===== src/rtl/byteswap_control_s_axi.sv =====
// AXI4-Lite control/status register file for the byteswap kernel.
// Provides the ap_ctrl_hs start/done/ready/idle handshake, kernel arguments and a level interrupt.
module byteswap_control_s_axi #(
  parameter int unsigned C_S_AXI_ADDR_WIDTH      = 6,
  parameter int unsigned C_S_AXI_DATA_WIDTH      = 32,
  parameter int unsigned C_XFER_SIZE_WIDTH       = 32,
  parameter int unsigned C_M_AXI_GMEM_ADDR_WIDTH = 64
) (
  input  logic                            ap_clk,
  input  logic                            areset,
  input  logic                            s_axi_control_AWVALID,
  output logic                            s_axi_control_AWREADY,
  input  logic [C_S_AXI_ADDR_WIDTH-1:0]   s_axi_control_AWADDR,
  input  logic                            s_axi_control_WVALID,
  output logic                            s_axi_control_WREADY,
  input  logic [C_S_AXI_DATA_WIDTH-1:0]   s_axi_control_WDATA,
  input  logic [C_S_AXI_DATA_WIDTH/8-1:0] s_axi_control_WSTRB,
  output logic                            s_axi_control_BVALID,
  input  logic                            s_axi_control_BREADY,
  output logic [1:0]                      s_axi_control_BRESP,
  input  logic                            s_axi_control_ARVALID,
  output logic                            s_axi_control_ARREADY,
  input  logic [C_S_AXI_ADDR_WIDTH-1:0]   s_axi_control_ARADDR,
  output logic                            s_axi_control_RVALID,
  input  logic                            s_axi_control_RREADY,
  output logic [C_S_AXI_DATA_WIDTH-1:0]   s_axi_control_RDATA,
  output logic [1:0]                      s_axi_control_RRESP,
  output logic                            interrupt,
  output logic                            ap_start,
  input  logic                            ap_done,
  input  logic                            ap_ready,
  input  logic                            ap_idle,
  output logic [C_XFER_SIZE_WIDTH-1:0]    xfer_size,
  output logic [C_M_AXI_GMEM_ADDR_WIDTH-1:0] gmem_ptr
);

  localparam int unsigned DW = C_S_AXI_DATA_WIDTH;
  localparam int unsigned WW = C_S_AXI_ADDR_WIDTH - 2;

  localparam logic [WW-1:0] A_CTRL = WW'(0);
  localparam logic [WW-1:0] A_GIE  = WW'(1);
  localparam logic [WW-1:0] A_IER  = WW'(2);
  localparam logic [WW-1:0] A_ISR  = WW'(3);
  localparam logic [WW-1:0] A_XFER = WW'(4);
  localparam logic [WW-1:0] A_GLO  = WW'(6);
  localparam logic [WW-1:0] A_GHI  = WW'(7);

  typedef enum logic [1:0] {WRIDLE, WRDATA, WRRESP} wstate_e;
  typedef enum logic       {RDIDLE, RDDATA}         rstate_e;

  wstate_e         wstate_q, wstate_d;
  rstate_e         rstate_q, rstate_d;
  logic [WW-1:0]   waddr_q, waddr_d;
  logic [DW-1:0]   rdata_q, rdata_d;
  logic            ap_start_q, ap_start_d;
  logic            auto_restart_q, auto_restart_d;
  logic            done_st_q, done_st_d;
  logic            ready_st_q, ready_st_d;
  logic            gie_q, gie_d;
  logic [1:0]      ier_q, ier_d;
  logic [1:0]      isr_q, isr_d;
  logic            irq_q, irq_d;
  logic [DW-1:0]   xfer_q, xfer_d;
  logic [DW-1:0]   gmem_lo_q, gmem_lo_d;
  logic [DW-1:0]   gmem_hi_q, gmem_hi_d;

  logic            aw_hs_c, w_hs_c, ar_hs_c;
  logic [WW-1:0]   raddr_c;
  logic [DW-1:0]   wmask_c;
  logic [DW-1:0]   rdata_c;
  logic            unused_addr_lsbs;

  assign unused_addr_lsbs = ^{s_axi_control_AWADDR[1:0], s_axi_control_ARADDR[1:0]};

  assign s_axi_control_AWREADY = (wstate_q == WRIDLE);
  assign s_axi_control_WREADY  = (wstate_q == WRDATA);
  assign s_axi_control_BVALID  = (wstate_q == WRRESP);
  assign s_axi_control_BRESP   = 2'b00;
  assign s_axi_control_ARREADY = (rstate_q == RDIDLE);
  assign s_axi_control_RVALID  = (rstate_q == RDDATA);
  assign s_axi_control_RDATA   = rdata_q;
  assign s_axi_control_RRESP   = 2'b00;
  assign interrupt             = irq_q;
  assign ap_start              = ap_start_q;
  assign xfer_size             = C_XFER_SIZE_WIDTH'(xfer_q);
  assign gmem_ptr              = C_M_AXI_GMEM_ADDR_WIDTH'({gmem_hi_q, gmem_lo_q});

  assign aw_hs_c = s_axi_control_AWVALID & s_axi_control_AWREADY;
  assign w_hs_c  = s_axi_control_WVALID  & s_axi_control_WREADY;
  assign ar_hs_c = s_axi_control_ARVALID & s_axi_control_ARREADY;
  assign raddr_c = s_axi_control_ARADDR[C_S_AXI_ADDR_WIDTH-1:2];
  assign wmask_c = {{8{s_axi_control_WSTRB[3]}}, {8{s_axi_control_WSTRB[2]}},
                    {8{s_axi_control_WSTRB[1]}}, {8{s_axi_control_WSTRB[0]}}};

  // Write channel: AW, then W, then B; never AW and W together
  always_comb begin
    wstate_d = wstate_q;
    case (wstate_q)
      WRIDLE:  if (s_axi_control_AWVALID) wstate_d = WRDATA;
      WRDATA:  if (s_axi_control_WVALID)  wstate_d = WRRESP;
      WRRESP:  if (s_axi_control_BREADY)  wstate_d = WRIDLE;
      default: wstate_d = WRIDLE;
    endcase
  end

  // Read channel: data is registered at the AR handshake and held until RREADY
  always_comb begin
    rstate_d = rstate_q;
    case (rstate_q)
      RDIDLE:  if (s_axi_control_ARVALID) rstate_d = RDDATA;
      RDDATA:  if (s_axi_control_RREADY)  rstate_d = RDIDLE;
      default: rstate_d = RDIDLE;
    endcase
  end

  // Read data mux; CTRL reads return status before any clear-on-read
  always_comb begin
    rdata_c = '0;
    case (raddr_c)
      A_CTRL: begin
        rdata_c[0] = ap_start_q;
        rdata_c[1] = done_st_q;
        rdata_c[2] = ap_idle;
        rdata_c[3] = ready_st_q;
        rdata_c[7] = auto_restart_q;
      end
      A_GIE:   rdata_c[0]   = gie_q;
      A_IER:   rdata_c[1:0] = ier_q;
      A_ISR:   rdata_c[1:0] = isr_q;
      A_XFER:  rdata_c      = xfer_q;
      A_GLO:   rdata_c      = gmem_lo_q;
      A_GHI:   rdata_c      = gmem_hi_q;
      default: rdata_c      = '0;
    endcase
  end

  // Register next-state; kernel events take priority over software clears/toggles
  always_comb begin
    waddr_d        = waddr_q;
    rdata_d        = rdata_q;
    ap_start_d     = ap_start_q;
    auto_restart_d = auto_restart_q;
    done_st_d      = done_st_q;
    ready_st_d     = ready_st_q;
    gie_d          = gie_q;
    ier_d          = ier_q;
    isr_d          = isr_q;
    xfer_d         = xfer_q;
    gmem_lo_d      = gmem_lo_q;
    gmem_hi_d      = gmem_hi_q;
    irq_d          = gie_q & (|isr_q);

    if (aw_hs_c) waddr_d = s_axi_control_AWADDR[C_S_AXI_ADDR_WIDTH-1:2];
    if (ar_hs_c) rdata_d = rdata_c;

    if (ap_ready && !auto_restart_q) ap_start_d = 1'b0;

    if (w_hs_c) begin
      case (waddr_q)
        A_CTRL: if (s_axi_control_WSTRB[0]) begin
          if (s_axi_control_WDATA[0]) ap_start_d = 1'b1;
          auto_restart_d = s_axi_control_WDATA[7];
        end
        A_GIE:  if (s_axi_control_WSTRB[0]) gie_d = s_axi_control_WDATA[0];
        A_IER:  if (s_axi_control_WSTRB[0]) ier_d = s_axi_control_WDATA[1:0];
        A_ISR:  if (s_axi_control_WSTRB[0]) isr_d = isr_q ^ s_axi_control_WDATA[1:0];
        A_XFER: xfer_d    = (xfer_q    & ~wmask_c) | (s_axi_control_WDATA & wmask_c);
        A_GLO:  gmem_lo_d = (gmem_lo_q & ~wmask_c) | (s_axi_control_WDATA & wmask_c);
        A_GHI:  gmem_hi_d = (gmem_hi_q & ~wmask_c) | (s_axi_control_WDATA & wmask_c);
        default: ;
      endcase
    end

    if (ar_hs_c && raddr_c == A_CTRL) begin
      done_st_d  = 1'b0;
      ready_st_d = 1'b0;
    end
    if (ap_done)  done_st_d  = 1'b1;
    if (ap_ready) ready_st_d = 1'b1;
    if (ap_done  && ier_q[0]) isr_d[0] = 1'b1;
    if (ap_ready && ier_q[1]) isr_d[1] = 1'b1;
  end

  always_ff @(posedge ap_clk or posedge areset) begin
    if (areset) begin
      wstate_q       <= WRIDLE;
      rstate_q       <= RDIDLE;
      waddr_q        <= '0;
      rdata_q        <= '0;
      ap_start_q     <= 1'b0;
      auto_restart_q <= 1'b0;
      done_st_q      <= 1'b0;
      ready_st_q     <= 1'b0;
      gie_q          <= 1'b0;
      ier_q          <= '0;
      isr_q          <= '0;
      irq_q          <= 1'b0;
      xfer_q         <= '0;
      gmem_lo_q      <= '0;
      gmem_hi_q      <= '0;
    end else begin
      wstate_q       <= wstate_d;
      rstate_q       <= rstate_d;
      waddr_q        <= waddr_d;
      rdata_q        <= rdata_d;
      ap_start_q     <= ap_start_d;
      auto_restart_q <= auto_restart_d;
      done_st_q      <= done_st_d;
      ready_st_q     <= ready_st_d;
      gie_q          <= gie_d;
      ier_q          <= ier_d;
      isr_q          <= isr_d;
      irq_q          <= irq_d;
      xfer_q         <= xfer_d;
      gmem_lo_q      <= gmem_lo_d;
      gmem_hi_q      <= gmem_hi_d;
    end
  end

endmodule


===== config.mk =====
export PLATFORM = sky130hd
export DESIGN_NAME = byteswap_control_s_axi
export DESIGN_NICKNAME = d
export VERILOG_FILES = /design/src/rtl/byteswap_control_s_axi.sv
export SDC_FILE = /design/constraint.sdc
export NUM_CORES = 1
export LEC_CHECK = 0
export ABC_AREA = 1
export BUFFER_PORTS_ARGS = -buffer_cell sky130_fd_sc_hd__clkbuf_2
export CAP_MARGIN = 25
export CORE_ASPECT_RATIO = 0.6
export CORE_MARGIN = 3
export CORE_UTILIZATION = 52
export DETAILED_ROUTE_END_ITERATION = 10
export PLACE_DENSITY = 0.9
export SETUP_SLACK_MARGIN = 0.02
export SLEW_MARGIN = 25
export SYNTH_ARGS = -nofsm -noshare
export SYNTH_HDL_FRONTEND = slang
export SYNTH_SLANG_ARGS = --single-unit

===== constraint.sdc =====
create_clock -name ap_clk -period 5.7 [get_ports ap_clk]
set_input_delay 1.14 -clock ap_clk [delete_from_list [all_inputs] [get_ports ap_clk]]
set_output_delay 1.14 -clock ap_clk [all_outputs]
set_load 0.02 [all_outputs]

==> results of run 1 <==
## cell families after synthesis
logic type / count (synthesis)
AO/OA/AOI/OAI: 117
buffers and inverters: 90
flip-flops: 145
multiplexers: 1
other: 1
AND/OR/NAND/NOR: 442
## how the worst max path moves through the flow
stage / startpoint / depth (start not counted) / to / slack, ns
3_5_place_dp: s_axi_control_ARADDR[2] / 10 / s_axi_control_RDATA[1] / 2.98
3_3_place_gp: s_axi_control_ARADDR[5] / 10 / s_axi_control_RDATA[1] / 3.02
2_1_floorplan: areset / 1 / asynchronous set/reset pin / 0.67
4_1_cts: wstate_q[1] / 4 / s_axi_control_WREADY / 3.32
5_1_grt: s_axi_control_ARADDR[5] / 8 / s_axi_control_RDATA[18] / 3.24
6_report: wstate_q[1] / 4 / s_axi_control_WREADY / 3.34
## per-layer routing
metal  GRT usage, %  wire [um]  part of all wire, %  up-vias
met5              0          0                    0        -
met4           5.00        136                 0.72        0
met3           7.74       1870                  9.9       11
met2           40.9       8560                   45      268
met1           38.0       8270                   44     2918
li1               -          -                    -     2891
## stage by stage
| stage | std cells | total power, mW |
|---|---|---|
| 2_1_floorplan | 799 | 2.19 |
| 3_3_place_gp | 1126 | 2.56 |
| 3_5_place_dp | 1126 | 2.60 |
| 4_1_cts | 1158 | 3.73 |
| 5_1_grt | 1158 | 3.90 |
| 6_report | 1158 | 3.71 |
## cell type report
cell class                      count  area, um2  share of cell area, %
Timing Repair Buffer              192        971                   11.5
Inverter                           60        230                   2.74
Clock inverter                     10        124                   1.47
Clock buffer                       22        484                   5.76
Multi-Input combinational cell    564       2770                   32.9
Sequential cell                   145       3630                   43.1
Tap cell                          165        206                   2.45
## power by group
| group | total (mW) | internal, mW | switching (mW) |
|---|---|---|---|
| clock | 1.13 | 0.695 | 0.435 |
| combinational | 1.07 | 0.344 | 0.723 |
| sequential | 1.52 | 1.28 | 0.234 |
| total | 3.71 | 2.32 | 1.39 |
## worst min-delay path, cell delays in order, from the launching register on
cell	delay, ns
dfrtp_1	0.34
nand2_1	0.06
nand2_1	0.06
## cell usage in the layout (no fill, tap or decap), types with 14 or more instances in the layout
cell type / n
o21ai_1: 32
nor2_1: 17
dfrtp_1: 145
inv_1: 56
clkbuf_16: 17
nand2_1: 351
clkbuf_2: 188
nand2_2: 14
nand3_1: 42
o21ai_2: 62
==> results.toml, run 1 <==
[critical_path]
crit_chain = "inv_1 > nand2_1 > inv_1 > clkbuf_2"
cp_common_cell = "inv_1"
cp.arrival_ns = 1.22
cp-end-kind = "output pin"
reg2reg_depth = 7
crit_buf_inv = 3
cp-start-kind = "flop"
crit_slowest_cell = "dfrtp_1"
critPathMaxStageDelay_ns = 0.38
crit_family = "flip-flops"
rrSetupSlack_ns = 3.87
timing.rr.start = "wstate_q[1]"
critical_path.max_fanout = 4
cp.required_ns = 4.56
critPathKind = "flop to output pin"

[global_route]
grt_max_degree = 98
grt_pass1_wl_um = 30400
antenna_found_initial = 0
grt_pass1_vias = 5790
grt_overflow_total = 0
track_usage_pct = 26.5

[placement]
place_ws_ns = 2.98
dp_hpwl_um = 13000
placed_area_mm2 = 0.00780
io_buffers = 188
place_congestion = 0.881

[drt]
drt-initial-drc-count = 453
routedWlPerCell_um = 16.3
ant_nets = 0
via_per_inst = 5.26
drc_errors = 0
wirelength_um = 18800
drt-pass1-iter-count = 9
via_count = 6088

[floorplanning]
die_y_um = 94.6
die_w_um = 154
ios = 197
design.core.area_mm2 = 0.0124
initial_core_util_pct = 54.8
rows = 31
die_area_mm2 = 0.0145

[sta]
hold_viol = 0
setup-tns-final_ns = 0
layout_min_cycle_time_ns = 2.36
whs_ns = 0.482
maxSlewViolCount = 0
grt_setup_unrepaired = "false"
finalWorstSetupSlack_ns = 3.34
fin_crit_sh_pct = 41.5
skew_ns = 0.0130
worstMarginPinSlew_ns = 0.992
setup_viol = 0
max_slew_margin_pct = 33.7
timing.fmax_mhz = 423

[min_path]
min_from = "s_axi_control_RDATA[4]"
hold_depth = 2
worstHoldPathType = "flop to flop"
min_to = "s_axi_control_RDATA[4]"

[logic_synthesis]
synthSimpleGateAreaFrac_pct = 27.7
ys_ff_latch = 145
synth-compound-area-share_pct = 12.3
yosysMostFrequentCell = "nand2_1"
synth_top_family_by_area = "simple AND/OR/NAND/NOR gates"
synthTopCellsByArea = "dfrtp_1, nand2_1, o21ai_2"
syn_area_per_cell_um2 = 8.55
synth.distinct_cells = 30
netlist_area_mm2 = 0.00681
synth_xor_area_share_pct = 0
ys_top_cells_by_count = "nand2_1, dfrtp_1, o21ai_2"
synthCells = 796
synth_top_cell_area_share_pct = 53.3
synthFlopType = "dfrtp_1"
yosys.area_share.adder_pct = 0
synthMuxAreaShare_pct = 0.165
synth_enable_flop_cells = 0
yosysTopAreaCell = "dfrtp_1"
ys_seq_area_share_pct = 53.3
async_flop_share_pct = 100
ys.warnings.count = 0

[finish]
drive_gt1_share_pct = 32.1
diodes = 0
nFillCells = 1067
fin_area_mm2 = 0.00841
finalCoreUtilization_pct = 67.8
nets = 1038
syn2layout_area_growth_pct = 23.5

[pwr]
p_per_area_mw_per_mm2 = 442
ir_worst_vdd_v = 0.000292
p_leak_nw = 4.76

[clocking]
clk_path_buf_depth = 2
tritoncts = "built"
clkSlewWorstSetupHoldPaths_ns = 0.06
cts_sinks = 145
cts_root_buffer = "clkbuf_16"
post_cts_buffers = 0
clkLatencyLatePin_ns = 0.41
htree_num_levels = 4
hold_buffers = 0
cts_resized = 0
numCtsBuffers = 17

[status]
outcome = "finished, final reports clean"

[flow_run]
drv_cap = 0
Note: power is estimated with default switching activity, not from simulation.
==> run 2, diff against run 1 <==
ABC_AREA = 0   (was 1)
CORE_UTILIZATION = 51   (was 52)
clock period = 2.4 ns   (was 5.7 ns; I/O delays follow)
==> run 2 against run 1 <==
Sequential share of layout area is 2.2 points higher. Critical path depth stayed put. Sequential cell count did not move. Wire length is 3.3% lower. Power is 130% higher. Sequential power is 140% higher. Global-route usage rose by 0.36 points. Highest routed layer unchanged. Final cell count shrank 27%.
==> results.toml, run 2 <==
[status]
outcome = "finished, final reports clean"

[finish]
final_cell_mix = "clkbuf_2, dfrtp_1, mux2_2"
nFillCells = 881
diodes = 0
fin_cells = 844
syn2layout_area_growth_pct = 26.5
layout_commonest_cell = "clkbuf_2"
nets = 730
fin_area_mm2 = 0.00801
finalCoreUtilization_pct = 68.4
drive_gt1_share_pct = 52.2

[logic_synthesis]
synthFlopType = "dfrtp_1"
ys_seq_area_share_pct = 57.3
synthTopCellsByArea = "dfrtp_1, mux2_2, a22oi_1"
synth.distinct_cells = 41
synthCells = 480
yosysMostFrequentCell = "dfrtp_1"
async_flop_share_pct = 100
ys_ff_latch = 145
netlist_area_mm2 = 0.00633
syn_area_per_cell_um2 = 13.2
ys_top_cells_by_count = "dfrtp_1, mux2_2, nand2_1"
synth_enable_flop_cells = 0
synth_top_cell_area_share_pct = 57.3
yosysTopAreaCell = "dfrtp_1"
ys.warnings.count = 0

[pwr]
ir_worst_vdd_v = 0.000590
p_int_mw = 5.58
totalPowerFinal_mw = 8.57
power.switching_mw = 2.99
power_frac_clock_pct = 30.1
p_leak_nw = 4.12
p_per_area_mw_per_mm2 = 1070
switching_share_pct = 34.9
share_seq_of_total_power_pct = 42.0
comb_power_share_pct = 27.9

[global_route]
grt_pass1_wl_um = 28300
grt_max_degree = 146
grt_overflow_total = 0
track_usage_pct = 26.9
antenna_found_initial = 0
grt_pass1_vias = 5113

[floorplanning]
die_area_mm2 = 0.0138
initial_core_util_pct = 54.0
die_w_um = 150
rows = 30
design.core.area_mm2 = 0.0117
die_y_um = 92.3
ios = 197

[drt]
via_count = 4894
drt-pass1-iter-count = 5
wirelength_um = 18200
ant_nets = 0
drc_errors = 0
drt-initial-drc-count = 276
via_per_inst = 5.80
routedWlPerCell_um = 21.6

[clocking]
clkLatencyLatePin_ns = 0.41
cts_resized = 0
clkSlewWorstSetupHoldPaths_ns = 0.06
tritoncts = "built"
cts_sinks = 145
numCtsBuffers = 17
clk_path_buf_depth = 2
htree_num_levels = 4
post_cts_buffers = 0
cts_root_buffer = "clkbuf_16"
hold_buffers = 0

[placement]
place_ws_ns = 0.334
placed_area_mm2 = 0.00743
dp_hpwl_um = 13300
place_congestion = 0.841
numPlacedInstances = 813
io_buffers = 188

[critical_path]
critical_path.max_fanout = 8
cp-end-kind = "flop"
cp-start-kind = "flop"
critPathKind = "flop to flop"
cp.arrival_ns = 2.28
reg2reg_depth = 4
cp.required_ns = 2.68

[sta]
hold_viol = 0
maxSlewViolCount = 0
layout_min_cycle_time_ns = 2.00
timing.fmax_mhz = 500
skew_ns = 0.00911
setup-tns-final_ns = 0
fin_crit_sh_pct = 83.4
finalWorstSetupSlack_ns = 0.399
setup_viol = 0
whs_ns = 0.252
worstMarginPinSlew_ns = 0.777
max_slew_margin_pct = 48.2
grt_setup_unrepaired = "false"

[flow_run]
drv_cap = 0

[min_path]
hold_depth = 2
worstHoldPathType = "input pin to flop"
run 2: changes by cell type after synthesis, moves of 12 or more:
cell and delta:
a22oi_1 +23, buf_2 +13, inv_1 -54, mux2_1 +14
mux2_2 +112, nand2_1 -322, nand2_2 -13, nand2b_1 +12
nand3_1 -38, o21ai_0 +15, o21ai_1 -30, o21ai_2 -62
run 2: power groups by stage:
| stage | Combinational (mW) | Clock (mW) | Sequential, mW |
|---|---|---|---|
| final | 2.40 | 2.58 | 3.60 |
| after CTS | 2.41 | 2.61 | 3.58 |
| after detailed placement | 2.40 | 0 | 3.62 |
| after floorplan | 1.02 | 0 | 4.02 |
| after global routing | 2.56 | 2.74 | 3.66 |
| after global placement | 2.32 | 0 | 3.55 |
run 2: cells by family (layout without fill, tap and decap cells):
kind of cell	count (synthesis)	after routing	synth area share, %
flip-flops	145	145	57.3
AO/OA/AOI/OAI	83	83	8.72
multiplexers	136	136	24.2
other	1	4	0.0593
buffers and inverters	33	234	2.71
AND/OR/NAND/NOR	82	82	6.96
run 2: final cells by class:
type	count	area (um2)	share of cell area, %
flip-flops and latches	145	3630	45.3
multi-input cells	305	2540	31.8
repair buffers	200	1040	13.0
clock buffers	19	443	5.53
well taps	160	200	2.50
clock inverters	12	135	1.69
inverters	3	15.0	0.188
run 2: critical path, cell delays in order (launching register included):
cell     delay [ns]
dfrtp_1        0.43
nor2_1         0.33
nand3_1        0.19
nor2_2         0.52
mux2_2         0.40
run 2: path summary, 6_finish.rpt:
path	from	end	slack, ns
hold / removal	s_axi_control_RREADY	s_axi_control_RVALID	0.25
min in group asynchronous	areset	asynchronous set/reset pin	0.27
hold reg to reg	s_axi_control_RDATA[4]	s_axi_control_RDATA[4]	0.48
setup / recovery	wstate_q[1]	flop	0.40
setup reg to reg	wstate_q[1]	flop	0.40
max in group asynchronous	areset	s_axi_control_RDATA[29]	1.54
run 2: per-layer routing:
layer  track usage, %  share of wire [%]  vias to the layer above
met1             35.2                 42                     2484
met2             41.9                 46                      261
li1                 -                  -                     2130
met5                0                  0                        -
met3             10.2                 11                       19
met4             7.91               0.95                        0
==> run 3, diff against run 2 <==
ABC_AREA = 1   (was 0)
CORE_UTILIZATION = 47   (was 51)
PLACE_DENSITY = 0.86   (was 0.9)
clock period = 1.7 ns   (was 2.4 ns; I/O delays follow)
==> run 3 against run 2 <==
Final cell count grew 43%. Wire length grew 6.2%. Largest cell class unchanged. Via count grew 26%. Power grew 48%. Sequential cell count is the same. Clock power grew 51%. Cell area grew 9.3%. Count of clock-buffer cells in the layout shrank 1.
==> results.toml, run 3 (synthesized netlist as in run 1, its figures left out) <==
[pwr]
ir_worst_vdd_v = 0.000698
p_leak_nw = 4.91
p_per_area_mw_per_mm2 = 1450
totalPowerFinal_mw = 12.7

[clocking]
cts_root_buffer = "clkbuf_16"
clkSlewWorstSetupHoldPaths_ns = 0.06
numCtsBuffers = 17
hold_buffers = 0
htree_num_levels = 4
cts_sinks = 145
clkLatencyLatePin_ns = 0.41
clk_path_buf_depth = 2
tritoncts = "built"

[critical_path]
crit_slowest_cell = "dfrtp_1"
cp-end-kind = "flop"
reg2reg_depth = 7
cp_common_cell = "nand2_1"
critPathKind = "flop to flop"
timing.rr.start = "waddr_q[3]"
rrSetupSlack_ns = 0.11
cp.required_ns = 2.04
crit_chain = "inv_1 > nand2_2 > nor3_4 > nand2_8 > nor2_4 > nand2_1 > nand2_1"
crit_buf_inv = 1
cp-start-kind = "flop"
critical_path.max_fanout = 23
crit_family = "simple AND/OR/NAND/NOR gates"
cp.arrival_ns = 1.93
critPathMaxStageDelay_ns = 0.38
cp.depth = 7

[sta]
fin_crit_sh_pct = 93.3
skew_ns = 0.0105
grt_setup_unrepaired = "false"
setup_viol = 0
hold_viol = 0
maxSlewViolCount = 0
layout_min_cycle_time_ns = 1.59
timing.fmax_mhz = 630

[floorplanning]
design.core.area_mm2 = 0.0139
ios = 197
die_y_um = 99.2
initial_core_util_pct = 48.9
die_area_mm2 = 0.0160
rows = 33
die_w_um = 161

[finish]
drive_gt1_share_pct = 33.9
diodes = 0
layout_commonest_cell = "nand2_1"
finalCoreUtilization_pct = 62.9
syn2layout_area_growth_pct = 28.6
final_cell_mix = "nand2_1, clkbuf_2, dfrtp_1"
nets = 1058

[placement]
io_buffers = 188
dp_hpwl_um = 14100
place_congestion = 0.874

[global_route]
grt_overflow_total = 0
grt_pass1_wl_um = 31300
track_usage_pct = 24.6
antenna_found_initial = 0
grt_max_degree = 78
grt_pass1_vias = 6083

[flow_run]
drv_cap = 0

[drt]
wirelength_um = 19400
ant_nets = 0
via_count = 6181
via_per_inst = 5.13
drt-initial-drc-count = 451
drc_errors = 0
routedWlPerCell_um = 16.1
drt-pass1-iter-count = 4

[min_path]
worstHoldPathType = "input pin to asynchronous set/reset pin"

[status]
outcome = "finished, final reports clean"
[run 3: cell count changes in the layout (fill, tap and decap cells not counted), sizes merged, moves of 23 or more]
cell,delta
nand2,+336
mux2,-126
o21ai,+77
inv,+61
nand3,+42
a22oi,-23
[run 3: repair_timing]
item	CTS	global route
setup endpoints to repair	13	24
resized for setup	1	4
pin swaps	1	2
buffers inserted	2	0
[run 3: power breakdown]
part / internal (mW) / switching, mW
sequential: 4.30 / 0.816
combinational: 1.24 / 2.44
clock: 2.37 / 1.52
total: 7.91 / 4.78
[run 3: worst max path at each step]
stage	from	to	slack (ns)
2_1_floorplan	areset	asynchronous set/reset pin	-0.46
3_3_place_gp	waddr_q[1]	flop	-0.02
3_5_place_dp	waddr_q[1]	flop	-0.07
4_1_cts	wstate_q[1]	flop	0.08
5_1_grt	waddr_q[3]	flop	0.03
6_report	waddr_q[3]	flop	0.11
[run 3: tightest hold or removal path, cell delays in order]
cell	delay, ns
clkbuf_2	0.10
clkinvlp_4	0.11
buf_12	0.31
[run 3: per-layer routing]
layer / vias to the layer above / part of all wire, % / track usage [%]
met3: 28 / 8.8 / 6.20
met1: 2962 / 45 / 34.3
met5: - / 0 / 0
li1: 2926 / - / -
met2: 265 / 44 / 37.1
met4: 0 / 2.0 / 9.65
[run 3: final cells by class]
cell class,instances,area [um2]
clock buffers,18,439
clock inverters,14,178
fillers,1198,5160
inverters,60,229
multi-input cells,564,2780
flip-flops and latches,145,3630
well taps,192,240
repair buffers,212,1260
[run 3: stage by stage]
stage	hold slack, ns	setup WS [ns]	TNS [ns]	instances	instance area (um2)
after floorplan	0.438	-0.459	-66.56	799	6820
after global placement	0.462	-0.0202	-0.105	1171	8090
after detailed placement	0.467	-0.0664	-0.238	1171	8090
after CTS	0.0504	0.0762	0	1205	8740
after global routing	0.0421	0.0295	0	1205	8760
final	0.0369	0.113	0	1205	8760
